<file path="src/rtl/regfile_sb.sv">
// Multi-port register file with write-first read bypass, a dedicated link
// write port and a per-register pending scoreboard for issue reservation.
module regfile_sb #(
    parameter int DATA_W   = 32,
    parameter int ADDR_W   = 5,
    parameter int N_RD     = 2,
    parameter int ZERO_REG = 1,
    parameter int LINK_REG = (2**ADDR_W) - 1
) (
    input  logic                     clk,
    input  logic                     rst,
    input  logic [N_RD-1:0]          rd_en,
    input  logic [N_RD*ADDR_W-1:0]   rd_addr,
    output logic [N_RD*DATA_W-1:0]   rd_data,
    output logic [N_RD-1:0]          rd_busy,
    input  logic                     wr_en,
    input  logic [ADDR_W-1:0]        wr_addr,
    input  logic [DATA_W-1:0]        wr_data,
    input  logic                     lnk_en,
    input  logic [DATA_W-1:0]        lnk_data,
    input  logic                     iss_en,
    input  logic [ADDR_W-1:0]        iss_addr,
    output logic                     iss_ok,
    output logic [(2**ADDR_W)-1:0]   pend
);

    localparam int NREG = 2**ADDR_W;
    localparam logic [ADDR_W-1:0] LINK_A = ADDR_W'(LINK_REG);

    logic [DATA_W-1:0] regs   [NREG];
    logic [DATA_W-1:0] wd_vec [NREG];
    logic [NREG-1:0]   we_vec;
    logic [NREG-1:0]   clr_vec;
    logic [NREG-1:0]   set_vec;
    logic [ADDR_W-1:0] rd_ra  [N_RD];

    function automatic logic is_zero(input logic [ADDR_W-1:0] a);
        return (ZERO_REG != 0) && (a == '0);
    endfunction

    // Per-register write decode; the link port is applied last so it wins.
    always_comb begin
        for (int a = 0; a < NREG; a++) begin
            we_vec[a]  = 1'b0;
            clr_vec[a] = 1'b0;
            wd_vec[a]  = '0;
            if (wr_en && (wr_addr == ADDR_W'(a))) begin
                we_vec[a]  = 1'b1;
                clr_vec[a] = 1'b1;
                wd_vec[a]  = wr_data;
            end
            if (lnk_en && (LINK_A == ADDR_W'(a))) begin
                we_vec[a]  = 1'b1;
                clr_vec[a] = 1'b1;
                wd_vec[a]  = lnk_data;
            end
            if (is_zero(ADDR_W'(a)))
                we_vec[a] = 1'b0;
        end
    end

    // Acceptance looks only at the registered pend, never at this cycle's clear.
    always_comb begin
        iss_ok  = iss_en && !pend[iss_addr] && !is_zero(iss_addr);
        set_vec = iss_ok ? (NREG'(1) << iss_addr) : '0;
    end

    always_comb begin
        for (int p = 0; p < N_RD; p++)
            rd_ra[p] = rd_addr[p*ADDR_W +: ADDR_W];
    end

    always_ff @(posedge clk) begin
        if (rst) begin
            for (int a = 0; a < NREG; a++)
                regs[a] <= '0;
            pend    <= '0;
            rd_data <= '0;
            rd_busy <= '0;
        end else begin
            for (int a = 0; a < NREG; a++)
                if (we_vec[a])
                    regs[a] <= wd_vec[a];
            pend <= (pend & ~clr_vec) | set_vec;
            for (int p = 0; p < N_RD; p++) begin
                if (rd_en[p]) begin
                    if (is_zero(rd_ra[p]))
                        rd_data[p*DATA_W +: DATA_W] <= '0;
                    else if (we_vec[rd_ra[p]])
                        rd_data[p*DATA_W +: DATA_W] <= wd_vec[rd_ra[p]];
                    else
                        rd_data[p*DATA_W +: DATA_W] <= regs[rd_ra[p]];
                    rd_busy[p] <= pend[rd_ra[p]] & ~clr_vec[rd_ra[p]];
                end
            end
        end
    end

endmodule
</file>
<file path="config.mk">
export PLATFORM = sky130hd
export DESIGN_NAME = regfile_sb
export DESIGN_NICKNAME = d
export VERILOG_FILES = /design/src/rtl/regfile_sb.sv
export SDC_FILE = /design/constraint.sdc
export NUM_CORES = 2
export LEC_CHECK = 0
export CORE_ASPECT_RATIO = 1.1
export CORE_UTILIZATION = 56
export DETAILED_ROUTE_END_ITERATION = 8
export PLACE_DENSITY = 0.8
export SLEW_MARGIN = 20
export SYNTH_ARGS = -nofsm -noshare
export SYNTH_HDL_FRONTEND = slang
export SYNTH_SLANG_ARGS = --single-unit
</file>
<file path="constraint.sdc">
create_clock -name clk -period 5.3 [get_ports clk]
set_clock_uncertainty 0.15 [all_clocks]
set_input_delay 0.53 -clock clk [delete_from_list [all_inputs] [get_ports clk]]
set_output_delay 0.53 -clock clk [all_outputs]
set_load 0.02 [all_outputs]
</file>
==> metrics <==
Residual DRC 0; WL final 253000 um; P_sw around 5800 uW; GRT overflow 0; die height 341 um; Final Hold Fails 0; CP Launch Type input port; crit path from iss_addr[0]; r2r worst-path depth 4; Setup crit end kind output port; Final Hold Slack ~0.068 ns; f_max about 250 MHz; Yosys top cell by area edfxtp_1; initial antenna violation count 11; via count ~47000; GRT Util Overall 0.479; sequential-to-total area share from yosys stat 0.542; Post-Synthesis Cells around 4400; YS warnings 0; total core area 0.104 sq mm; area delta synth->final 12.5%; cells resized by post-CTS repair 0; worst relative slew slack 0.133; worst setup path end iss_ok; Storage cell area approximately 0.032 sq mm; power share of the clock group 0.366; syn_area_per_cell roughly 13 sq um; unrepaired setup endpoints after global routing no; Max Slew Vio Count 0; H-Tree Depth 3; Final setup violation count 0; Crit-path slowest cell clkdlybuf4s50_1; Rows between 100 and 150; CP most frequent cell clkdlybuf4s50_1; WP buf/inv 2; Hold Crit Class input port to register; Synth async-reset ratio 0; final core occ 0.635; nets ~4500; WL/cell 42.9 um; # Post-CTS Setup Buffers 0; syn_nets roughly 4500; Clk Latency, worst-skew pair roughly 0.74 ns; flops & latches, synth 1090; multi-input logic area around 0.025 sq mm; PD cells between 300 and 400 mW/mm^2; Max VDD drop between 0.2 and 0.3 mV; switching share of power 0.271; Num CTS Buffers ~110; placed insts between 5000 and 6000; P_int approximately 16000 uW; total negative slack 0 ns; Primary FF master, synth edfxtp_1; crit path kind input port to output port; Initial Util 0.564; total clock sinks roughly 1100; routed vias/inst 7.91; top cells by area, synth edfxtp_1 (51%), mux4_2 (23%), nor2_1 (7.0%), dfxtp_1 (3.4%), clkbuf_1 (2.1%); pin count of the biggest net entering global routing between 100 and 150; Post-Syn Area 0.0585 sq mm; critical-path cell list clkdlybuf4s50_1, mux4_2, mux2i_1, mux2_2, nand2_1, a21boi_0, clkdlybuf4s50_1; Routed Antenna Nets 0; CTS Buffer Depth 3; Total Die Area ~0.11 sq mm; first-pass GRT wire length 344000 um; worst reg2reg startpoint regs[7][6]; most numerous cell in the Yosys netlist nor2_1; Placer Congestion between 1 and 1.5; FILL cells 7345; share of layout cells above drive strength 1 0.243; Yosys top cell area share 0.509; Synth cell types 91; power share of the combinational group 0.155; Flop pwr share 0.479; status finished, final reports clean; Crit path depth 7; Post-CTS Hold Fix Bufs 0; Final Critical Period roughly 4.0 ns; register-to-register setup slack about 2.5 ns; clock-pin slew on the worst setup and hold paths about 0.070 ns; IO Port Bufs 189; CP peak stage delay between 0.9 and 1 ns; post-DP HPWL around 160000 um; LEAKAGE roughly 0.021 uW; Max-Cap Viols 0; reg-to-reg critical path endpoint rd_data[6]; vias in the first global route between 40000 and 50000; top cells by count, synth nor2_1 (1090), edfxtp_1 (992), mux4_2 (596); Die Width 310 um; Root Driver clkbuf_16; IO Count 190; Worst Path Required 4.62 ns; first drt pass iteration count 8; Final period util 0.757; worst-margin pin slew between 1 and 1.5 ns; fin cells just under 6000; number of DRC markers in iteration 0 slightly above 9000; worst path arrival time 3.33 ns; Post-synth EDFFs between 900 and 1000; CP top delay family buffers and inverters; CTS tree built; critical path fanouts, max 13
==> routing by layer <==
| layer | wire, um | vias up | track usage |
|---|---|---|---|
| met4 | 25000 | 14 | 0.365 |
| li1 | - | 16900 | - |
| met1 | 78900 | 22800 | 0.605 |
| met3 | 44400 | 1344 | 0.192 |
| met2 | 104000 | 5464 | 0.662 |
| met5 | 80 | - | 0 |
==> worst min-delay path by stage <==
| stage | from | end | slack [ns] | depth (start not counted) |
|---|---|---|---|---|
| after floorplan | rd_data[20] | rd_data[20] | 0.39 | 2 |
| after global placement | rd_busy[0] | rd_busy[0] | 0.31 | 2 |
| after detailed placement | rd_busy[0] | rd_busy[0] | 0.33 | 2 |
| after CTS | rd_addr[4] | rd_data[10] | 0.02 | 2 |
| after global routing | rd_addr[4] | rd_data[10] | 0.08 | 2 |
| final | rd_addr[4] | rd_data[10] | 0.07 | 2 |
==> final cells by class <==
| cell class | instances | share of cell area |
|---|---|---|
| Clock buffer | 139 | 0.0442 |
| Inverter | 52 | 0.00308 |
| Antenna cell | 12 | 0.000456 |
| Sequential cell | 1090 | 0.482 |
| Clock inverter | 59 | 0.00914 |
| Multi-Input combinational cell | 2768 | 0.378 |
| Tap cell | 1386 | 0.0263 |
| Timing Repair Buffer | 379 | 0.0565 |
==> cell families after synthesis <==
group | synth area share
AO/OA/AOI/OAI | 0.0607
XOR/XNOR | 0.00192
buffers and inverters | 0.0355
multiplexers | 0.253
AND/OR/NAND/NOR | 0.107
flip-flops | 0.542
==> power groups by stage <==
| stage | logic, uW | registers [uW] | clock network, uW |
|---|---|---|---|
| floorplan | 1800 | 10300 | 0 |
| global placement | 3110 | 10300 | 0 |
| detailed placement | 3130 | 10300 | 0 |
| CTS | 3150 | 10200 | 7750 |
| global route | 3310 | 10200 | 8050 |
| finish | 3310 | 10200 | 7810 |
==> worst reg2reg max path: cells and delay by family, from the launching register on <==
family             cells  cell delay (ns)
AOI/OAI and AO/OA      1             0.21
DFF                    1             0.40
muxes                  3             1.90
==> per-stage QoR <==
step	area (sq um)	power [uW]	setup slack (ns)
3_3_place_gp	62300	13400	0.842
5_1_grt	65800	21600	1.13
6_report	65900	21300	1.29
2_1_floorplan	58500	12100	2.30
3_5_place_dp	62300	13500	0.852
4_1_cts	65800	21100	1.30
==> cell usage in the layout, fill, tap and decap left out, types with 9 or more instances in the layout <==
cell             count
o21ai_0             82
buf_12              33
a221o_1             11
a32oi_1             13
nand4_1             16
o221ai_1            28
a211oi_1            13
nand2_2             69
buf_4              158
mux2i_1             95
inv_1               45
a21o_1              10
and2_1              10
nand2b_1            12
clkinv_2            17
clkbuf_16          109
a21oi_1             84
a211o_1             22
nor4_1              12
bufinv_16           11
a31oi_1             22
a22oi_1             26
o31ai_1              9
clkinv_1            20
mux4_2             596
diode_2             12
and3_1              12
o22ai_1             36
clkbuf_1            23
nand2_1            186
clkdlybuf4s50_1    178
edfxtp_1           992
nor2_1            1088
nand3_1             40
a221oi_1            15
mux2_2              37
a22o_1              34
nor3_1              36
dfxtp_1             98
==> flip-flops by register name (all words and copies together) (netlist names) <==
signal   cells
regs       992
pend        32
rd_data     64
rd_busy      2
Power figures use the tool's default switching activity.
